$ cat src/rtl/access_pkg.sv
// Shared definitions for the access_control credential checker:
// data width, status codes, FSM state type and the default credential table.
// With ACCESS_PW_CHANGE_EN defined the table passwords become writable;
// DEFAULT_PWS then gives their reset values.
package access_pkg;

  localparam int DATA_W      = 16;
  localparam int MAX_ENTRIES = 16;

  // Status codes shown on the LCD/LED path
  localparam logic [2:0] STAT_IDLE     = 3'd0;
  localparam logic [2:0] STAT_ENTER_ID = 3'd1;
  localparam logic [2:0] STAT_ENTER_PW = 3'd2;
  localparam logic [2:0] STAT_CHECKING = 3'd3;
  localparam logic [2:0] STAT_GRANTED  = 3'd4;
  localparam logic [2:0] STAT_DENIED   = 3'd5;
  localparam logic [2:0] STAT_LOCKED   = 3'd6;
  localparam logic [2:0] STAT_NEW_PW   = 3'd7;

  typedef enum logic [2:0] {
    S_IDLE     = 3'd0,
    S_ENTER_ID = 3'd1,
    S_ENTER_PW = 3'd2,
    S_CHECK    = 3'd3,
    S_GRANT    = 3'd4,
    S_DENY     = 3'd5,
    S_LOCKED   = 3'd6,
    S_NEW_PW   = 3'd7
  } state_e;

  // Entries 0..3 are the real users; the rest only exist so NUM_USERS can grow to 16.
  localparam logic [DATA_W-1:0] DEFAULT_IDS [MAX_ENTRIES] = '{
    16'h1234, 16'hBEEF, 16'h0042, 16'h7777,
    16'hF004, 16'hF005, 16'hF006, 16'hF007,
    16'hF008, 16'hF009, 16'hF00A, 16'hF00B,
    16'hF00C, 16'hF00D, 16'hF00E, 16'hF00F
  };
  localparam logic [DATA_W-1:0] DEFAULT_PWS [MAX_ENTRIES] = '{
    16'h0001, 16'h0A0A, 16'h4242, 16'h0000,
    16'hFFFF, 16'hFFFF, 16'hFFFF, 16'hFFFF,
    16'hFFFF, 16'hFFFF, 16'hFFFF, 16'hFFFF,
    16'hFFFF, 16'hFFFF, 16'hFFFF, 16'hFFFF
  };

  // Status code presented while the FSM sits in a given state
  function automatic logic [2:0] status_of(state_e s);
    logic [2:0] code;
    case (s)
      S_IDLE:     code = STAT_IDLE;
      S_ENTER_ID: code = STAT_ENTER_ID;
      S_ENTER_PW: code = STAT_ENTER_PW;
      S_CHECK:    code = STAT_CHECKING;
      S_GRANT:    code = STAT_GRANTED;
      S_DENY:     code = STAT_DENIED;
      S_LOCKED:   code = STAT_LOCKED;
      S_NEW_PW:   code = STAT_NEW_PW;
      default:    code = STAT_IDLE;
    endcase
    return code;
  endfunction

endpackage

$ cat src/rtl/cred_table.sv
// Credential table: combinational indexed read of {id, pw}.
// Without ACCESS_PW_CHANGE_EN the table is a constant ROM; with it the
// passwords are registers reset to the package defaults and written
// through a single registered write port.
module cred_table
  import access_pkg::*;
#(
  parameter int NUM_USERS = 4,
  parameter int DATA_W    = access_pkg::DATA_W,
  localparam int IDX_W    = $clog2(NUM_USERS)
) (
`ifdef ACCESS_PW_CHANGE_EN
  input  logic              clk,
  input  logic              rst,
  input  logic              i_wr_en,
  input  logic [IDX_W-1:0]  i_wr_idx,
  input  logic [DATA_W-1:0] i_wr_pw,
`endif
  input  logic [IDX_W-1:0]  i_rd_idx,
  output logic [DATA_W-1:0] o_rd_id,
  output logic [DATA_W-1:0] o_rd_pw
);

  assign o_rd_id = DATA_W'(DEFAULT_IDS[i_rd_idx]);

`ifdef ACCESS_PW_CHANGE_EN
  logic [DATA_W-1:0] r_pws [NUM_USERS];

  // Password storage: defaults at reset, overwritten by a password change
  always_ff @(posedge clk or negedge rst) begin
    if (!rst) begin
      for (int i = 0; i < NUM_USERS; i++) r_pws[i] <= DATA_W'(DEFAULT_PWS[i]);
    end else if (i_wr_en) begin
      r_pws[i_wr_idx] <= i_wr_pw;
    end
  end

  assign o_rd_pw = r_pws[i_rd_idx];
`else
  assign o_rd_pw = DATA_W'(DEFAULT_PWS[i_rd_idx]);
`endif

endmodule

$ cat src/rtl/access_control.sv
// access_control: collects a user ID and password from the switches, checks
// them against cred_table with a constant-time scan, pulses access_fb on a
// match, counts consecutive failures and enforces a timed lockout.
// Handshake: 'enter' is a one-cycle strobe; the switch value is taken on the
// edge where enter=1 and enable=1 in an entry state; enable=0 aborts and
// overrides a simultaneous enter (except during lockout, which always completes).
// Optional feature macro: ACCESS_PW_CHANGE_EN (password change via NEW_PW).
module access_control
  import access_pkg::*;
#(
  parameter int NUM_USERS   = 4,
  parameter int DATA_W      = access_pkg::DATA_W,
  parameter int MAX_TRIES   = 3,
  parameter int LOCK_CYCLES = 50000000,
  localparam int IDX_W      = $clog2(NUM_USERS),
  localparam int LOCK_W     = (LOCK_CYCLES > 1) ? $clog2(LOCK_CYCLES) : 1
) (
  input  logic              clk,
  input  logic              rst,
  input  logic              enable,
  input  logic              enter,
  input  logic              pw_change_req,
  input  logic [DATA_W-1:0] switches,
  output logic              access_fb,
  output logic [DATA_W-1:0] userid,
  output logic [IDX_W-1:0]  user_idx,
  output logic [2:0]        status,
  output logic [1:0]        fail_count
);

  state_e             r_state, w_next;
  logic [DATA_W-1:0]  r_id, r_pw;
  logic [IDX_W-1:0]   r_scan, r_match_idx;
  logic               r_found;
  logic [LOCK_W-1:0]  r_lock_cnt;
  logic               r_access_fb;
  logic [DATA_W-1:0]  r_userid;
  logic [IDX_W-1:0]   r_user_idx;
  logic [2:0]         r_status;
  logic [1:0]         r_fail_count;

  logic [DATA_W-1:0]  w_tbl_id, w_tbl_pw;
  logic               w_hit, w_scan_last, w_matched, w_want_chg;
  logic               w_lock_now, w_lock_done;
  logic [1:0]         w_fail_inc;
  logic               w_fb_d, w_load_user, w_fail_clr, w_fail_step;

`ifdef ACCESS_PW_CHANGE_EN
  logic               r_chg;
  logic               w_wr_en;
  assign w_want_chg = r_chg;
  assign w_wr_en    = (r_state == S_NEW_PW) && enable && enter;

  cred_table #(.NUM_USERS(NUM_USERS), .DATA_W(DATA_W)) u_table (
    .clk      (clk),
    .rst      (rst),
    .i_wr_en  (w_wr_en),
    .i_wr_idx (r_match_idx),
    .i_wr_pw  (switches),
    .i_rd_idx (r_scan),
    .o_rd_id  (w_tbl_id),
    .o_rd_pw  (w_tbl_pw)
  );
`else
  logic w_unused_chg;
  assign w_unused_chg = pw_change_req;
  assign w_want_chg   = 1'b0;

  cred_table #(.NUM_USERS(NUM_USERS), .DATA_W(DATA_W)) u_table (
    .i_rd_idx (r_scan),
    .o_rd_id  (w_tbl_id),
    .o_rd_pw  (w_tbl_pw)
  );
`endif

  assign w_hit       = (w_tbl_id == r_id) && (w_tbl_pw == r_pw);
  assign w_scan_last = (r_scan == IDX_W'(NUM_USERS - 1));
  assign w_matched   = r_found || w_hit;
  assign w_fail_inc  = r_fail_count + 2'd1;
  assign w_lock_now  = (w_fail_inc == 2'(MAX_TRIES));
  assign w_lock_done = (r_lock_cnt == '0);

  // State register
  always_ff @(posedge clk or negedge rst) begin
    if (!rst) r_state <= S_IDLE;
    else      r_state <= w_next;
  end

  // Next-state logic; abort on enable=0 everywhere except the lockout
  always_comb begin
    w_next = r_state;
    if (!enable && (r_state != S_LOCKED)) begin
      w_next = S_IDLE;
    end else begin
      case (r_state)
        S_IDLE:     w_next = S_ENTER_ID;
        S_ENTER_ID: if (enter) w_next = S_ENTER_PW;
        S_ENTER_PW: if (enter) w_next = S_CHECK;
        S_CHECK:    if (w_scan_last)
                      w_next = w_matched ? (w_want_chg ? S_NEW_PW : S_GRANT) : S_DENY;
        S_GRANT:    w_next = S_ENTER_ID;
        S_DENY:     w_next = w_lock_now ? S_LOCKED : S_ENTER_ID;
        S_LOCKED:   if (w_lock_done) w_next = enable ? S_ENTER_ID : S_IDLE;
        S_NEW_PW:   if (enter) w_next = S_GRANT;
        default:    w_next = S_IDLE;
      endcase
    end
  end

  // Output decode: what the registered outputs take on the coming edge
  always_comb begin
    w_fb_d      = (r_state == S_GRANT);
    w_load_user = (r_state == S_GRANT);
    w_fail_clr  = (r_state == S_GRANT) || ((r_state == S_LOCKED) && w_lock_done);
    w_fail_step = (r_state == S_DENY) && enable;
  end

  // Datapath: latched credentials, constant-time scan and lockout timer
  always_ff @(posedge clk or negedge rst) begin
    if (!rst) begin
      r_id        <= '0;
      r_pw        <= '0;
      r_scan      <= '0;
      r_found     <= 1'b0;
      r_match_idx <= '0;
      r_lock_cnt  <= '0;
`ifdef ACCESS_PW_CHANGE_EN
      r_chg       <= 1'b0;
`endif
    end else begin
      if (r_state == S_IDLE) begin
        r_id <= '0;
        r_pw <= '0;
      end
      if ((r_state == S_ENTER_ID) && enable && enter) r_id <= switches;
      if ((r_state == S_ENTER_PW) && enable && enter) begin
        r_pw  <= switches;
`ifdef ACCESS_PW_CHANGE_EN
        r_chg <= pw_change_req;
`endif
      end
      // Every entry is visited regardless of an early hit; the first hit wins
      if (r_state == S_CHECK) begin
        r_scan <= r_scan + IDX_W'(1);
        if (w_hit && !r_found) begin
          r_found     <= 1'b1;
          r_match_idx <= r_scan;
        end
      end else begin
        r_scan  <= '0;
        r_found <= 1'b0;
      end
      if ((r_state == S_DENY) && (w_next == S_LOCKED))
        r_lock_cnt <= LOCK_W'(LOCK_CYCLES - 1);
      else if ((r_state == S_LOCKED) && !w_lock_done)
        r_lock_cnt <= r_lock_cnt - LOCK_W'(1);
    end
  end

  // Registered outputs; status always mirrors the state being entered
  always_ff @(posedge clk or negedge rst) begin
    if (!rst) begin
      r_access_fb  <= 1'b0;
      r_userid     <= '0;
      r_user_idx   <= '0;
      r_status     <= STAT_IDLE;
      r_fail_count <= '0;
    end else begin
      r_access_fb <= w_fb_d;
      r_status    <= status_of(w_next);
      if (w_load_user) begin
        r_userid   <= r_id;
        r_user_idx <= r_match_idx;
      end
      if (w_fail_clr)       r_fail_count <= '0;
      else if (w_fail_step) r_fail_count <= w_fail_inc;
    end
  end

  assign access_fb  = r_access_fb;
  assign userid     = r_userid;
  assign user_idx   = r_user_idx;
  assign status     = r_status;
  assign fail_count = r_fail_count;

endmodule
$ cat config.mk
export PLATFORM = sky130hd
export DESIGN_NAME = access_control
export DESIGN_NICKNAME = d
export VERILOG_FILES = /design/src/rtl/access_pkg.sv /design/src/rtl/cred_table.sv /design/src/rtl/access_control.sv
export SDC_FILE = /design/constraint.sdc
export NUM_CORES = 1
export LEC_CHECK = 0
export BUFFER_PORTS_ARGS = -buffer_cell sky130_fd_sc_hd__buf_2
export CAP_MARGIN = 20
export CORE_UTILIZATION = 45
export CTS_BUF_LIST = sky130_fd_sc_hd__clkbuf_4
export CTS_CLUSTER_DIAMETER = 50
export DETAILED_ROUTE_END_ITERATION = 7
export HOLD_SLACK_MARGIN = 0.06
export PLACE_DENSITY = 0.65
export SYNTH_ARGS = -nofsm -noshare
export SYNTH_HDL_FRONTEND = slang
export SYNTH_HIERARCHICAL = 1
export SYNTH_SLANG_ARGS = --single-unit
$ cat constraint.sdc
create_clock -name clk -period 5 [get_ports clk]
set_input_delay 0.25 -clock clk [delete_from_list [all_inputs] [get_ports clk]]
set_output_delay 0.25 -clock clk [all_outputs]
set_load 0.01 [all_outputs]
* Word level (Yosys, flattened, before mapping)
Memories as Yosys holds them, arrays and structs flattened. A register that Yosys moved wholly into a read port is not among the register bits. Index checks and enable logic that the tools add are counted. Widths: inputs -> output; s select.
Cells by class: $add $sub $neg 3, multipliers 0, divide/modulo/power cells 0, order comparisons 1, equality and inequality tests 14, shifts and indexed selects 0, multiplexer cells 24, bitwise gates (word level) 1, reduce and logical (&&, ||, !) cells 25
Operators with widths (number):
- $mux 16 | 7
- $mux 26 | 2
- $eq 16x16->1 | 2
- $logic_not 26->1 | 1
- $sub 26x1->26 const B | 1
- $mux 3 | 7
- $pmux 3 s7 | 1
- $eq 3x3->1 const B | 5
- $logic_and 1x1->1 | 11
- $reduce_bool 2->1 | 4
- $eq 3x2->1 const B | 2
- $mux 2 | 3
- $ge 3x5->1 const B | 1
- $add 2x1->2 const B | 2
- $eq 2x2->1 const B | 2
- $logic_not 1->1 | 4
- $mux 1 | 4
- $eq 3x1->1 const B | 1
- $logic_not 3->1 | 1
- $ne 3x3->1 const B | 1
- $not 2->3 | 1
- $logic_or 1x1->1 | 2
- $ne 2x1->1 const B | 1
- $reduce_and 2->1 | 1
- $reduce_or 2->1 | 1
Word-level totals: register bits after elaboration 87, bits in latches 0, bits in writable memories 0, bits in read-only memories 280, bits of input ports 21, output and inout bits 24, logic and storage cells 82, memories kept 3
Memories:
- (no name shown) | words 8, bits a word 16, read ports 1, clocked after memory_dff 0, write ports 0, RTL line cred_table.sv:24 | assign o_rd_id = DATA_W'(DEFAULT_IDS[i_rd_idx]);
- (no name shown) | words 8, bits a word 16, read ports 1, clocked after memory_dff 0, write ports 0, RTL line cred_table.sv:40 | assign o_rd_pw = DATA_W'(DEFAULT_PWS[i_rd_idx]);
- (no name shown) | words 8, bits a word 3, read ports 1, clocked after memory_dff 1, write ports 0, RTL line access_pkg.sv:48 | case (s)

* Depth between registers and ports, before layout
depth in word-level cells 14, gate-level depth with buffers 9, mapped depth without buffers 8

* Cells and area by module
The synthesis kept the hierarchy.
Modules (own cells, without submodules):
- access_control | instances 1, cells each 453, area each 4385.5 um^2, seq. area each 2177.1 um^2
- cred_table | instances 1, cells each 36, area each 277.8 um^2, seq. area each 0.0 um^2

* Worst setup path after synthesis
Ideal clock, no wire load.
path type reg-to-reg, start reg r_lock_cnt[10], end reg r_lock_cnt[19], setup time 0.132 ns, arrival 2.346 ns, required time 4.868 ns, slack 2.522 ns, cell stages (with the launch flop) 7, buffers on the path 1, clock period less this slack 2.478 ns, cell sequence dfrtp_1 -> or4_4 -> or3_1 -> buf_2 -> or4_4 -> o31ai_2 -> or3b_1
On the way: longest elaborated chain between the ends 7, elaborated cells on any way between the ends 12
RTL lines:
- start, declared | RTL line access_control.sv:35 | logic [LOCK_W-1:0] r_lock_cnt;
- start signal, assigned | RTL line access_control.sv:154 | r_lock_cnt <= LOCK_W'(LOCK_CYCLES - 1);
- start signal, assigned | RTL line access_control.sv:156 | r_lock_cnt <= r_lock_cnt - LOCK_W'(1);
- $logic_not 26->1 | RTL line access_control.sv:81 | assign w_lock_done = (r_lock_cnt == '0);
- $mux 3 | RTL line access_control.sv:103 | S_LOCKED: if (w_lock_done) w_next = enable ? S_ENTER_ID : S_IDLE;
- $pmux 3 s7 | RTL line access_control.sv:95 | case (r_state)
- $mux 3 | RTL line access_control.sv:92 | if (!enable && (r_state != S_LOCKED)) begin
- $eq 3x3->1 | RTL line access_control.sv:153 | if ((r_state == S_DENY) && (w_next == S_LOCKED))
- $logic_and 1x1->1 | RTL line access_control.sv:153
- $mux 26 or $reduce_bool 2->1 (tied branches)
Parallel ways exist; a longest one is shown, timed or not. The select of a mux whose other input is x is not followed. A chain may end at the register's enable or synchronous reset.

* Final worst setup path
start reg r_lock_cnt[19], end reg r_lock_cnt[15]
On the way: longest elaborated chain between the ends 7, elaborated cells on any way between the ends 10
RTL lines (RTL line):
- $logic_not 26->1 * | access_control.sv:81
- $mux 3 | access_control.sv:103
- $pmux 3 s7 | access_control.sv:95
- $mux 3 | access_control.sv:92
- $eq 3x3->1 | access_control.sv:153
- $logic_and 1x1->1 | access_control.sv:153
- $mux 26 or $reduce_bool 2->1 (tied branches)
Mark *: on every way between the ends. The rest lies on a longest branch, timed or not.

==> results.yml <==
detailed_routing:
  num_vias: 3593
  avgRoutedWirePerCell_um: 15.2
  viasPerCell: 5.44
  drc_errors: 0
  drtIter0Drc: 166
  wl_um: 10100
  drtAntennaViolNets: 0
  drt-pass1-iter-count: 7
critical_path:
  max_stage_delay_ns: 0.91
  cpMaxStageDelayCell: "nand4_1"
  cp_data_required_time_ns: 5.36
  crit_path_max_fanout: 23
  cp-start-kind: "flip-flop"
  cp.arrival_ns: 3.64
  cp-end-kind: "flip-flop"
  crit_chain: "or4_1 -> nor3_1 -> nand4_1 -> and4_1 -> o21ai_0"
  critPathKind: "flip-flop to flip-flop"
synth:
  synth_edf_count: 0
  seq_area_frac_synth_pct: 46.7
  synthAdderAreaFrac_pct: 2.68
  yosysWarnings: 6
  postSynthAreaPerCell_um2: 9.54
  synth-compound-area-share_pct: 9.04
  synth_seq_cells: 87
  synth-simple-area-share_pct: 23.0
  yosysTopAreaCellShare_pct: 46.7
  synthMuxAreaShare_pct: 5.90
  netlist_area_um2: 4660
  synth_top_family_by_area: "simple AND/OR/NAND/NOR gates"
  synthXorXnorAreaFrac_pct: 6.01
  synth_flop_cell: "dfrtp_1"
  synth_cells: 489
  synth.distinct_cells: 45
  synth_area_leaders: "dfrtp_1 47%, nand2_1 6.7%, xnor2_1 6.0%"
  async_reset_ff_share_pct: 100
  synth_area_leader_cell: "dfrtp_1"
global_route:
  busiest_layer: "met2"
  antenna_found_initial: 0
  grt_pass1_vias: 3348
  grt_max_degree: 58
  met1_usage_pct: 28.2
  grt.met3_usage_pct: 2.45
  grt-ovfl-total: 0
  grt_first_pass_wirelength_um: 16800
  track_usage_pct: 19.7
  use_met2_pct: 29.9
die:
  fp.dieH_um: 104
  die_w_um: 104
  num_rows: 36
  fp.dieArea_um2: 10800
  io_pins: 45
  coreArea_um2: 9910
  initial_core_util_pct: 47.1
clocking:
  clock-root-buffer: "clkbuf_4"
  cts_buffer_depth: 2
  clk_pin_slew_ns: 0.13
  cts_tree: "done"
  clkSinkCount: 87
  cts_inserted_buffers: 9
  postCtsSetupBuffers: 0
  clk_latency_ns: 0.44
  h-tree-depth: 3
final_layout:
  fin_util_pct: 52.3
  layout_commonest_cell: "dfrtp_1"
  fin_nets: 555
  diodes: 0
  final_cell_mix: "87 x dfrtp_1, 83 x nand2_1, 42 x buf_2"
  area_growth_pct: 11.2
  drive_above_1_share_pct: 17.0
placement:
  gp_congestion: 0.778
  portBuffers: 43
  dp_hpwl_um: 6790
worst_hold_path:
  hold_path.class: "primary input to flip-flop"
sta:
  max_freq_mhz: 304
  slew_headroom_pct: 35.4
  timing.final.crit_share_pct: 65.7
  setup_viol: 0
  fin_tns_setup_ns: 0
  drv_slew: 0
  finClkSkew_ns: 0.0138
  grt_setup_unrepaired: "no"
  period_needed_ns: 3.28
  hold_viol_final: 0
  worst_pin_slew_ns: 0.966
power:
  powerDensity_nw_per_um2: 252
  p_leak_uw: 0.00219
  max-vdd-ir-drop_mv: 0.0989
outcome:
  status: "complete, no violations"
run:
  maxCapViolations: 0
stage by stage:
step	hold slack (ns)	instance area, um^2	power (uW)	worst slack (ns)	cells
6_report	0.193	5180	1310	1.72	661
3_5_place_dp	0.202	4830	870	1.80	627
4_1_cts	0.175	5140	1320	1.78	659
5_1_grt	0.213	5180	1360	1.41	661
3_3_place_gp	0.202	4830	867	1.88	627
2_1_floorplan	-0.0456	4690	822	2.52	497
state kept, by name, summed over array words and instances, names as in the netlist:
name         cells
access_fb        1
user_idx         2
userid          16
r_lock_cnt      26
r_scan           2
r_pw            16
fail_count       2
r_found          1
r_id            16
r_match_idx      2
status           3
power breakdown:
| group | internal (uW) | switching, uW | leakage (uW) | total [uW] |
|---|---|---|---|---|
| Sequential | 726 | 19.7 | 0.00107 | 745 |
| Clock | 203 | 235 | 0.0000837 | 438 |
| Combinational | 57.8 | 67.1 | 0.00103 | 125 |
cell type report:
cell class | count | area, um^2
multi-input combinational | 353 | 2220
inverter | 9 | 33.8
clock inverter | 5 | 73.8
timing repair buffer | 64 | 442
clock buffer | 10 | 75.1
tap | 133 | 166
sequential | 87 | 2180
fill | 912 | 4730
cells by family (layout without fill, tap and decap cells):
family                   after synthesis  in the layout
buffers and inverters                 57             88
multiplexers                          25             25
other                                  1              9
AND/OR/NAND/NOR                      207            207
XOR/XNOR                              32             32
adder cells (fa/ha/maj)               10             10
AO/OA/AOI/OAI                         70             70
flip-flops                            87             87
critical path, delay by kind of cell, from the launching register on:
kind               cells  cell delay, ns
and+or+nand+nor        4            2.63
AOI/OAI and AO/OA      1            0.15
DFF                    1            0.42
synth_stat cells, types with 3 or more instances:
master and number:
a211oi_1 3, a21oi_1 13, a31oi_1 7, and2_1 4
and3_1 6, and4_1 8, buf_1 3, buf_2 3
buf_4 24, clkbuf_1 18, dfrtp_1 87, ha_1 10
inv_1 9, mux2_2 20, mux2i_1 5, nand2_1 83
nand3_1 20, nand4_1 12, nor2_1 14, nor2b_1 5
nor3_1 16, nor4_1 9, o211ai_1 5, o21ai_0 30
o31ai_1 4, or3_1 7, or3b_2 4, or4_1 6
xnor2_1 32
worst paths after layout:
check	start	end	slack, ns	cells after the start
min in group asynchronous	rst	userid[10]	0.24	2
max in group asynchronous	rst	r_pw[9]	3.66	3
worst max register to register	r_lock_cnt[19]	r_lock_cnt[15]	1.72	5
worst min-delay path	enable	status[1]	0.19	3
worst max-delay path	r_lock_cnt[19]	r_lock_cnt[15]	1.72	5
worst min register to register	userid[7]	userid[7]	0.51	1
per-layer routing:
layer	vias up	share of wire, %
met5	-	0
met4	0	1.9
met1	1727	49
met2	82	46
met3	14	3.3
li1	1770	-
repair_timing:
item                      in CTS  in global routing
hold buffers                  17                  0
gates resized for setup        0                  0
hold endpoints to repair      62                  0
No activity file was read; power rests on OpenSTA's default activity.
